### src/rtl/yc_pkg.sv
// Shared types and constants for the YC encoder line/field sequencer.
package yc_pkg;

  typedef enum logic [1:0] {
    StSync,
    StPorch,
    StBurst,
    StActive
  } burst_state_t;

  typedef struct packed {
    logic [39:0] phase_inc;
    logic        pal_en;
    logic [10:0] burst_start;
    logic [10:0] burst_len;
  } yc_cfg_t;

  localparam logic [39:0] DefaultPhaseInc = 40'd0;
  localparam logic [10:0] DefaultStart    = 11'd40;
  localparam logic [10:0] DefaultLen      = 11'd200;
  localparam logic [10:0] CntMax          = 11'd2047;
  localparam logic [9:0]  LineMax         = 10'd1023;

  // Burst end at 12 bits, clamped to the counter ceiling.
  function automatic logic [10:0] burst_end(input logic [10:0] start, input logic [10:0] len);
    logic [11:0] sum;
    sum = {1'b0, start} + {1'b0, len};
    return sum[11] ? CntMax : sum[10:0];
  endfunction

endpackage

### src/rtl/yc_cfg_shadow.sv
// Config shadow register: valid/ready capture, committed to live only on a field boundary.
module yc_cfg_shadow
  import yc_pkg::*;
(
  input  logic    clk,
  input  logic    rst_n,
  input  logic    cfg_valid,
  input  yc_cfg_t cfg_in,
  input  logic    commit,
  output logic    cfg_ready,
  output yc_cfg_t shadow,
  output logic    apply
);

  logic    pending_q, pending_d;
  logic    take;
  yc_cfg_t shadow_q;

  always_comb begin
    cfg_ready = ~pending_q;
    take      = cfg_valid & ~pending_q;
    apply     = commit & pending_q;
    pending_d = pending_q;
    if (apply) begin
      pending_d = 1'b0;
    end else if (take) begin
      pending_d = 1'b1;
    end
  end

  always_ff @(posedge clk or negedge rst_n) begin
    if (!rst_n) begin
      pending_q <= 1'b0;
      shadow_q  <= '0;
    end else begin
      pending_q <= pending_d;
      if (take) begin
        shadow_q <= cfg_in;
      end
    end
  end

  assign shadow = shadow_q;

endmodule

### src/rtl/yc_burst_sched.sv
// Line/field sequencer: burst and chroma gates, PAL alternation, field-aligned config apply.
module yc_burst_sched
  import yc_pkg::*;
#(
  parameter logic [39:0] DEFAULT_PHASE_INC = DefaultPhaseInc,
  parameter logic [10:0] DEFAULT_START     = DefaultStart,
  parameter logic [10:0] DEFAULT_LEN       = DefaultLen
) (
  input  logic        clk,
  input  logic        rst_n,
  input  logic        hsync,
  input  logic        vsync,
  input  logic        cfg_valid,
  output logic        cfg_ready,
  input  logic [39:0] cfg_phase_inc,
  input  logic        cfg_pal_en,
  input  logic [10:0] cfg_burst_start,
  input  logic [10:0] cfg_burst_len,
  output logic [39:0] phase_inc,
  output logic        pal_en,
  output logic        burst_gate,
  output logic        active_gate,
  output logic        pal_flip,
  output logic        field_start,
  output logic        cfg_applied,
  output logic [9:0]  line_num
);

  burst_state_t state_q, state_d;
  yc_cfg_t      live_q, shadow, cfg_in;
  logic         hsync_d, vsync_d;
  logic         hsync_rise, hsync_fall, vsync_rise;
  logic         apply;
  logic [10:0]  cnt_q, cnt_d;
  logic [10:0]  end_cnt;
  logic         start_ok;
  logic [9:0]   line_num_q;
  logic         pal_flip_q, field_start_q, cfg_applied_q;

  assign hsync_rise = hsync & ~hsync_d;
  assign hsync_fall = ~hsync & hsync_d;
  assign vsync_rise = vsync & ~vsync_d;

  assign cfg_in = {cfg_phase_inc, cfg_pal_en, cfg_burst_start, cfg_burst_len};

  yc_cfg_shadow u_cfg_shadow (
    .clk       (clk),
    .rst_n     (rst_n),
    .cfg_valid (cfg_valid),
    .cfg_in    (cfg_in),
    .commit    (vsync_rise),
    .cfg_ready (cfg_ready),
    .shadow    (shadow),
    .apply     (apply)
  );

  // The state machine only ever sees the live window.
  assign end_cnt  = burst_end(live_q.burst_start, live_q.burst_len);
  assign start_ok = (live_q.burst_start != CntMax);

  always_ff @(posedge clk or negedge rst_n) begin
    if (!rst_n) begin
      state_q <= StSync;
    end else begin
      state_q <= state_d;
    end
  end

  always_comb begin
    state_d = state_q;
    if (hsync) begin
      state_d = StSync;
    end else begin
      case (state_q)
        StSync: begin
          if (hsync_fall) state_d = StPorch;
        end
        StPorch: begin
          if (start_ok && (cnt_q == live_q.burst_start)) begin
            state_d = (live_q.burst_len != 11'd0) ? StBurst : StActive;
          end
        end
        StBurst: begin
          if (cnt_q == end_cnt) state_d = StActive;
        end
        StActive: state_d = StActive;
        default:  state_d = StSync;
      endcase
    end
  end

  always_comb begin
    burst_gate  = (state_q == StBurst);
    active_gate = (state_q == StActive);
  end

  always_comb begin
    cnt_d = cnt_q;
    if (hsync || (state_q == StSync)) begin
      cnt_d = 11'd0;
    end else if (cnt_q != CntMax) begin
      cnt_d = cnt_q + 11'd1;
    end
  end

  always_ff @(posedge clk or negedge rst_n) begin
    if (!rst_n) begin
      hsync_d       <= 1'b0;
      vsync_d       <= 1'b0;
      cnt_q         <= 11'd0;
      line_num_q    <= 10'd0;
      pal_flip_q    <= 1'b0;
      field_start_q <= 1'b0;
      cfg_applied_q <= 1'b0;
      live_q        <= {DEFAULT_PHASE_INC, 1'b0, DEFAULT_START, DEFAULT_LEN};
    end else begin
      hsync_d       <= hsync;
      vsync_d       <= vsync;
      cnt_q         <= cnt_d;
      field_start_q <= vsync_rise;
      cfg_applied_q <= apply;
      if (apply) begin
        live_q <= shadow;
      end
      if (vsync_rise) begin
        line_num_q <= 10'd0;
      end else if (hsync_rise && (line_num_q != LineMax)) begin
        line_num_q <= line_num_q + 10'd1;
      end
      if (vsync_rise || !live_q.pal_en) begin
        pal_flip_q <= 1'b0;
      end else if (hsync_rise) begin
        pal_flip_q <= ~pal_flip_q;
      end
    end
  end

  assign phase_inc   = live_q.phase_inc;
  assign pal_en      = live_q.pal_en;
  assign pal_flip    = pal_flip_q;
  assign field_start = field_start_q;
  assign cfg_applied = cfg_applied_q;
  assign line_num    = line_num_q;

endmodule

### config.mk
export PLATFORM = sky130hd
export DESIGN_NAME = yc_burst_sched
export DESIGN_NICKNAME = d
export VERILOG_FILES = /design/src/rtl/yc_pkg.sv /design/src/rtl/yc_cfg_shadow.sv /design/src/rtl/yc_burst_sched.sv
export SDC_FILE = /design/constraint.sdc
export NUM_CORES = 1
export LEC_CHECK = 0
export BUFFER_PORTS_ARGS = -buffer_cell sky130_fd_sc_hd__buf_2
export CAP_MARGIN = 20
export CORE_MARGIN = 4
export CORE_UTILIZATION = 35
export DETAILED_ROUTE_END_ITERATION = 8
export GPL_ROUTABILITY_DRIVEN = 0
export SYNTH_ARGS = -nofsm -noshare
export SYNTH_HDL_FRONTEND = slang
export SYNTH_SLANG_ARGS = --single-unit
### constraint.sdc
create_clock -name clk -period 3.2 [get_ports clk]
set_clock_uncertainty 0.1 [all_clocks]
set_input_delay 0.16 -clock clk [delete_from_list [all_inputs] [get_ports clk]]
set_output_delay 0.16 -clock clk [all_outputs]
set_load 0.03 [all_outputs]
# Word-level counts from Yosys, hierarchy flattened
# Cells that the tools add are included.
[totals]
regBits = 155
in_bits = 68
out_inout_bits = 57
elab_cells = 68
[op_classes]
add_sub_neg = 3
n_eq_ne = 11
mux = 15
bitwise_logic = 10
n_reduce_logical = 12
[ops]
columns = ["cell", "n"]
rows = [
  ["11-bit two-way mux", 3],
  ["11-bit == test", 2],
  ["11-bit inequality test (second input constant)", 2],
  ["10-bit two-way mux", 2],
  ["11-bit by 11-bit adder with 12-bit output", 1],
  ["11-bit by 1-bit adder with 11-bit output (second input constant)", 1],
  ["11-bit nonzero test", 1],
  ["10-bit by 1-bit adder with 10-bit output (second input constant)", 1],
  ["10-bit inequality test (second input constant)", 1],
  ["2-bit two-way mux", 4],
  ["2-bit case mux with 4 select lines", 1],
  ["2-bit nonzero test", 4],
  ["3-bit inequality test (second input constant)", 2],
  ["1-bit AND", 5],
  ["1-bit two-way mux", 5],
  ["1-bit inverter", 5],
  ["2-bit == test (second input constant)", 2],
  ["3-bit by 2-bit inequality test with 1-bit output (second input constant)", 1],
  ["3-bit AND reduction", 1],
  ["2-bit by 1-bit == test with 1-bit output (second input constant)", 1],
  ["1-bit logical AND", 2],
  ["2-bit zero test", 1],
  ["1-bit logical OR", 2],
  ["1-bit zero test", 1],
]

# Depth between registers and ports, before layout
# Gate-level depths: netlist of the first run.
[depth]
ltp_word = 6
mapped_depth = 10
ltp_nobuf = 9

# Hierarchy
# A second synthesis of the first run with hierarchy kept.
[hier_totals]
cells_unflattened = 575
hier_area_um2 = 7627.3
[by_module_without_submodules]
columns = ["mod", "instances", "cells_per_inst", "area_per_inst_um2", "seq_area_each_um2"]
rows = [
  ["yc_burst_sched", 1, 437, 4928.5, 2283.4],
  ["yc_cfg_shadow", 1, 138, 2698.8, 1601.5],
]

# Worst setup path after synthesis of the first run
# OpenSTA, ideal clock, no wires.
[synth_timing]
path_kind = "register -> register"
start = "register live_q[11] in the netlist's numbering"
end = "register state_q[0]"
setup_time_ns = 0.104
t_arrival_ns = 2.587
t_required_ns = 2.996
slack_ns = 0.410
path_stages_with_launch = 10
path_buffers = 0
synth_period_minus_slack_ns = 2.790
path_cell_list = "dfrtp_1 ha_1 fa_1 and3_1 or3_1 and2_1 o32a_2 o22ai_2 o2111ai_1 o41ai_2"
[synth_via]
elab_chain_cells = 5
elab_cells_between_ends = 9
classes_between = "add/sub (1); eq/ne (5); mux (1); reduce/logical (2)"
[synth_rtl]
columns = ["item", "line", "text"]
rows = [
  ["from (decl)", "yc_burst_sched.sv:30", "yc_cfg_t live_q, shadow, cfg_in;"],
  ["from (signal assigned)", "yc_burst_sched.sv:115", "live_q <= {DEFAULT_PHASE_INC, 1'b0, DEFAULT_START, DEFAULT_LEN};"],
  ["from (signal assigned)", "yc_burst_sched.sv:123", "live_q <= shadow;"],
  ["11-bit by 11-bit adder with 12-bit output", "yc_pkg.sv:27", "sum = {1'b0, start} + {1'b0, len};"],
  ["11-bit two-way mux", "yc_pkg.sv:28", "return sum[11] ? CntMax : sum[10:0];"],
  ["11-bit == test", "yc_burst_sched.sv:84", "if (cnt_q == end_cnt) state_d = StActive;"],
  ["3-bit by 2-bit inequality test with 1-bit output (no line)", "n/a", ""],
  ["3-bit AND reduction (no line) *", "n/a", ""],
  ["to (signal assigned)", "yc_burst_sched.sv:63", "state_q <= StSync;"],
  ["to (signal assigned)", "yc_burst_sched.sv:65", "state_q <= state_d;"],
  ["to (decl)", "yc_burst_sched.sv:29", "burst_state_t state_q, state_d;"],
]
# Every way passes the cells marked *; elsewhere a longest branch is shown, timed or not.
# A chain may end at the register's enable or synchronous reset.

# Worst setup path in the final report of the first run
[layout_timing]
start = "register live_q[8] in the netlist's numbering"
end = "register state_q[0]"
[layout_via]
elab_chain_cells = 5
elab_cells_between_ends = 10
classes_between = "add/sub (1); eq/ne (2); mux (5); reduce/logical (2)"
[layout_rtl]
columns = ["item", "line"]
rows = [
  ["11-bit by 11-bit adder with 12-bit output / 11-bit nonzero test (equally long branches)", "yc_pkg.sv:27, yc_burst_sched.sv:80"],
  ["11-bit two-way mux / 1-bit two-way mux (equally long branches)", "yc_pkg.sv:28, yc_burst_sched.sv:80"],
  ["11-bit == test / 2-bit two-way mux (equally long branches)", "yc_burst_sched.sv:84, yc_burst_sched.sv:79"],
  ["3-bit by 2-bit inequality test with 1-bit output (no line) / 2-bit case mux with 4 select lines (equally long branches)", "n/a"],
  ["3-bit AND reduction (no line) / 2-bit two-way mux (equally long branches)", "n/a"],
]
# Several ways; a longest one is shown, not always the timed one. The select of a mux whose other input is x is not followed.

==> flow_summary.yaml, run 1 <==
outcome:
  outcome: "complete, no violations"
worst_setup_path:
  reg2reg_to: "state_q[0]"
  reg2reg_from: "live_q[8]"
  crit_path_end_kind: "flop"
  critical_path.cell_chain: "ha_1 > a211o_1 > a211oi_2 > a32oi_1 > or4_1 > o21ai_1 > o2111ai_1 > o41ai_2"
  r2r_slack_ns: 0.14
  critPathMaxStageDelay_ns: 0.60
  cp_data_arrival_time_ns: 3.28
  critPathRequiredTime_ns: 3.42
  r2r_cells: 8
  path_class: "reg2reg"
  critPathMaxFanout: 9
  slowest_stage: "or4_1"
  setup.worst_path.start_class: "flop"
die:
  start_util_pct: 36.0
  die_height_um: 153
  die_area_um2: 23400
  fp-row-count: 52
  dieWidth_um: 153
  pin_count: 125
  coreArea_um2: 20400
power:
  ir_drop_mv: 0.506
  p_leak_nw: 4.10
  p_per_area_nw_per_um2: 866
sta:
  slew_headroom_pct: 49.5
  post-route-min-period_ns: 3.06
  maxSlewViolCount: 0
  setup_tns_ns: 0
  rsz0062_at_grt: "no"
  fmax_mhz: 327
  post-route-period-util_pct: 95.6
  setup_violations: 0
  fin_ws_ns: 0.142
  tightest_slew_ns: 0.757
  finalHoldViolCount: 0
flow_run:
  maxCapViolCount: 0
logic_synthesis:
  synth_edf_count: 0
  synth_seq_cells: 155
  synth_nets: 661
  netlist_area_um2: 7340
  netlist.top_cell.by_area: "dfrtp_1"
  synth_top_area_share_pct: 51.1
  ys_seq_area_share_pct: 52.9
  ys.flop_type: "dfrtp_1"
  syn_inst: 579
  synth.avg_cell_area_um2: 12.7
  async_flop_share_pct: 100
  synth_area_leaders: "dfrtp_1, mux2_2, buf_4"
  yosys_warnings: 0
  synth.distinct_cells: 66
finish:
  n_fill_cell: 1919
  drive_gt1_share_pct: 41.2
  final_nets: 811
  diodes: 0
  area_growth_pct: 24.7
clock_tree:
  cts_setup_buffers: 0
  clock-sinks: 155
  htree_levels: 4
  cts_tree: "yes"
  clk_pin_slew_worst_paths_ns: 0.06
  ctsHoldBuffers: 67
  cts_made_buffers: 17
  insertion_delay_ns: 0.42
  cts_buffer_depth: 2
  root_buffer: "clkbuf_16"
  cts_resized: 0
global_route:
  track_usage_pct: 14.5
  grt_pass1_wl_mm: 27.9
  grt-ovfl-total: 0
  grt_pass1_vias: 5393
  grt_max_degree: 70
  antenna_found_initial: 0
hold_path:
  hp-class: "in2async"
drt:
  drc_errors: 0
  routedWlPerCell_um: 16.3
  wl_mm: 16.5
  via_per_inst: 4.97
  drt_iter0_markers: 308
  drtPass1Iterations: 4
  via_count: 5020
  drtAntennaViolNets: 0
placement:
  port_buffers: 124
  dp_hpwl_mm: 11.4
  place_ws_ns: 0.165
==> cell usage in the layout, fill, tap and decap left out, types with 8 or more instances in the layout <==
master and n:
nand4_1 8, mux2_2 124, o21ai_0 11, nor2_1 26
clkbuf_16 17, xnor2_1 9, ha_1 13, nor3_1 14
dlygate4sd3_1 67, buf_2 123, dfrtp_1 150, xor2_1 21
nand2_1 18, a21oi_1 15
==> worst max-delay path: cells and delay by family (launching register included) <==
family | cells | cell delay, ns
AOI/OAI and AO/OA | 6 | 1.45
adders and majority gates | 1 | 0.41
DFF | 1 | 0.40
and+or+nand+nor | 1 | 0.60
==> through the flow <==
stage | total power [mW] | instances | utilization (%) | hold WS, ns | instance area [µm²]
after floorplan | 5.52 | 579 | - | -0.236 | 7340
after global placement | 5.86 | 913 | 38.8 | 0.0634 | 7930
after detailed placement | 5.97 | 913 | 38.8 | 0.0807 | 7930
after CTS | 7.99 | 1011 | 44.8 | 0.224 | 9160
after global routing | 8.42 | 1011 | 44.8 | 0.256 | 9160
final | 7.93 | 1011 | 44.8 | 0.213 | 9160
==> power by group <==
part,total [mW],switching (mW),leakage [nW],internal [mW]
Sequential,2.94,0.390,1.87,2.55
Clock,1.90,0.791,0.255,1.11
Combinational,3.09,1.71,1.97,1.38
Total,7.93,2.89,4.10,5.04
==> flip-flops by register name (all words and copies together) (netlist names) <==
register                count
state_q                     2
u_cfg_shadow.shadow        63
phase_inc                  40
hsync_d                     1
line_num                   10
cfg_applied                 1
u_cfg_shadow.pending_q      1
live_q                     22
vsync_d                     1
pal_en                      1
cnt_q                      11
pal_flip                    1
field_start                 1
==> cell usage after synthesis, drive strengths merged (2+ instances only) <==
cell type,count
dfrtp,150
mux2,124
buf,49
nor2,26
xor2,21
nand2,19
clkbuf,17
a21oi,16
nor3,14
ha,13
o21ai,13
xnor2,10
nand4,8
inv,7
nand3,7
nor4,6
or3,6
and2,5
and3,5
dfstp,5
o21a,5
a211o,4
nor2b,4
a211oi,3
a21o,3
and4,3
o2111ai,3
o21bai,3
a311oi,2
mux2i,2
nand4b,2
o22ai,2
o41ai,2
==> worst max path at each step <==
| stage | cells past startpoint | to | from | slack, ns |
|---|---|---|---|---|
| after floorplan | 9 | state_q[0] | live_q[11] | 0.41 |
| after global placement | 8 | state_q[0] | live_q[8] | 0.27 |
| after detailed placement | 8 | state_q[0] | live_q[8] | 0.16 |
| after CTS | 8 | state_q[0] | live_q[8] | 0.15 |
| after global routing | 8 | state_q[0] | live_q[8] | 0.03 |
| final | 8 | state_q[0] | live_q[8] | 0.14 |
==> final cells by class <==
| class | count | area (µm²) | share of cell area [%] |
|---|---|---|---|
| Multi-Input combinational cell | 350 | 2980 | 32.5 |
| Inverter | 7 | 26.3 | 0.287 |
| Tap cell | 270 | 338 | 3.69 |
| Clock inverter | 9 | 90.1 | 0.984 |
| Clock buffer | 22 | 464 | 5.07 |
| Timing Repair Buffer | 198 | 1380 | 15.0 |
| Sequential cell | 155 | 3880 | 42.4 |
==> routing by layer <==
metal  global-route usage, %  wire, µm  up-vias
met3                    4.50      1050       20
li1                        -         -     2331
met4                    4.67       268        0
met5                       0         0        -
met1                    18.1      7020     2512
met2                    24.1      8140      157
==> logic make-up (layout without fill, tap and decap cells) <==
kind of cell    count (synthesis)  count (layout)  share of synthesized area, %
buf+inv                        74             236                          6.68
flops                         155             155                          52.9
simple gates                  112             112                          8.06
compound gates                 66              66                          6.49
mux                           126             126                          19.3
xor+xnor                       32              32                          4.11
fa+ha+maj                      14              14                          2.49
Note: power is estimated with default switching activity, not from simulation.
==> inputs of run 2 (changes only) <==
--- a/config.mk
+++ b/config.mk
@@ -11,6 +11,7 @@
 export CORE_UTILIZATION = 35
 export DETAILED_ROUTE_END_ITERATION = 8
 export GPL_ROUTABILITY_DRIVEN = 0
+export PLACE_DENSITY = 0.62
 export SYNTH_ARGS = -nofsm -noshare
 export SYNTH_HDL_FRONTEND = slang
 export SYNTH_SLANG_ARGS = --single-unit
==> flow_summary.yaml, run 2 (synthesis results as in run 1) <==
outcome:
  outcome: "complete, no violations"
worst_setup_path:
  slowest_stage: "or4_1"
  cp_data_arrival_time_ns: 3.26
  critical_path.cell_chain: "ha_1 > a211o_1 > a211oi_2 > a32oi_2 > or4_1 > o21ai_1 > o2111ai_1 > o41ai_2"
  critPathMaxFanout: 9
  crit_path_end_kind: "flop"
  path_class: "reg2reg"
  critPathMaxStageDelay_ns: 0.55
  critPathRequiredTime_ns: 3.42
  setup.worst_path.start_class: "flop"
drt:
  routedWlPerCell_um: 16.4
  wl_mm: 16.6
  top_layer: "met4"
  m1WireLength_mm: 7.08
  drt_iter0_markers: 331
  drc_errors: 0
  drtPass1Iterations: 4
  met3WireLength_um: 988
  wl_met2_mm: 8.33
  via_per_inst: 4.93
  via_count: 5004
  drtAntennaViolNets: 0
global_route:
  grt_max_degree: 93
  grt-ovfl-total: 0
  antenna_found_initial: 0
  grt_pass1_wl_mm: 28.1
  grt_pass1_vias: 5400
  track_usage_pct: 14.6
sta:
  setup_tns_ns: 0
  slew_headroom_pct: 45.8
  post-route-min-period_ns: 3.05
  fin_ws_ns: 0.151
  rsz0062_at_grt: "no"
  holdWs_ns: 0.206
  fmax_mhz: 328
  finalHoldViolCount: 0
  post-route-period-util_pct: 95.3
  tightest_slew_ns: 0.811
  setup_violations: 0
  maxSlewViolCount: 0
placement:
  port_buffers: 124
  place_ws_ns: 0.182
  post-place-cells: 915
  dp_hpwl_mm: 11.6
finish:
  seq_area_um2: 3880
  drive_gt1_share_pct: 41.7
  final_cells: 1014
  multiInputGateArea_um2: 2990
  area_growth_pct: 25.4
  final_common_cell: "dfrtp_1"
  diodes: 0
  final_cell_mix: "dfrtp_1, mux2_2, buf_2, dlygate4sd3_1, nor2_1"
  final_nets: 813
  n_fill_cell: 1907
  largest_reg_flops: 63
power:
  ir_drop_mv: 0.505
  p_leak_nw: 4.12
  p_total_mw: 8.09
  p_per_area_nw_per_um2: 879
die:
  die_area_um2: 23400
  start_util_pct: 36.0
  fp-row-count: 52
  pin_count: 125
  die_height_um: 153
  dieWidth_um: 153
  coreArea_um2: 20400
clock_tree:
  cts_tree: "yes"
  cts_buffer_depth: 2
  root_buffer: "clkbuf_16"
  cts_made_buffers: 17
  htree_levels: 4
  insertion_delay_ns: 0.41
  cts_setup_buffers: 0
  clk_pin_slew_worst_paths_ns: 0.06
  clock-sinks: 155
hold_path:
  hp-class: "in2async"
flow_run:
  maxCapViolCount: 0
==> run 2: cell types whose count changed in the layout (fill, tap and decap cells not counted) <==
cell / before / now
a32oi_1: 1 / 0
clkbuf_1: 3 / 2
clkbuf_8: 2 / 1
buf_4: 5 / 7
clkinvlp_4: 5 / 4
a32oi_2: 0 / 1
bufinv_16: 1 / 2
clkinv_4: 0 / 2
inv_6: 2 / 3
==> run 2: worst max-delay path: cells and delay by family (launching register included) <==
| kind | cells | cell delay [ns] |
|---|---|---|
| adders and majority gates | 1 | 0.41 |
| DFF | 1 | 0.39 |
| and+or+nand+nor | 1 | 0.55 |
| AOI/OAI and AO/OA | 6 | 1.49 |
==> run 2: metrics by stage <==
stage	instance area [µm²]	utilization [%]
global placement	7950	38.9
floorplan	7340	-
finish	9210	45.1
global route	9210	45.1
detailed placement	7950	38.9
CTS	9200	45.1
==> run 2: path summary, 6_finish.rpt <==
path                                          from    endpoint  slack, ns  cells past startpoint
max in group asynchronous                    rst_n   live_q[6]       1.90                      3
max                                      live_q[8]  state_q[0]       0.15                      8
min                                          rst_n   live_q[2]       0.21                      2
min in group clk                             vsync     vsync_d       0.32                      2
max reg2reg                              live_q[8]  state_q[0]       0.15                      8
min reg2reg                u_cfg_shadow.shadow[18]  live_q[18]       0.39                      2
==> run 2: layout make-up <==
type                       count  area share, %
inverter                       7          0.285
timing repair buffer         200           15.1
sequential                   155           42.2
clock inverter                12           1.51
tap                          270           3.67
multi-input combinational    350           32.4
clock buffer                  20           4.85
==> run 2: per-layer routing <==
| metal | GRT usage, % | vias up |
|---|---|---|
| met5 | 0 | - |
| met4 | 3.86 | 0 |
| met3 | 4.47 | 24 |
| met2 | 24.9 | 138 |
| met1 | 18.1 | 2511 |
| li1 | - | 2331 |
==> run 2: where the power goes <==
| part | switching, mW | internal, mW | leakage, nW |
|---|---|---|---|
| clock | 0.818 | 1.18 | 0.274 |
| combinational | 1.76 | 1.40 | 1.98 |
| sequential | 0.385 | 2.55 | 1.87 |
==> run 2: timing repair <==
| action | CTS | global route |
|---|---|---|
| gates resized for setup | 0 | 1 |
| hold buffers | 67 | 0 |
| hold endpoints to repair | 130 | 0 |
| endpoints found under the setup margin | 0 | 1 |
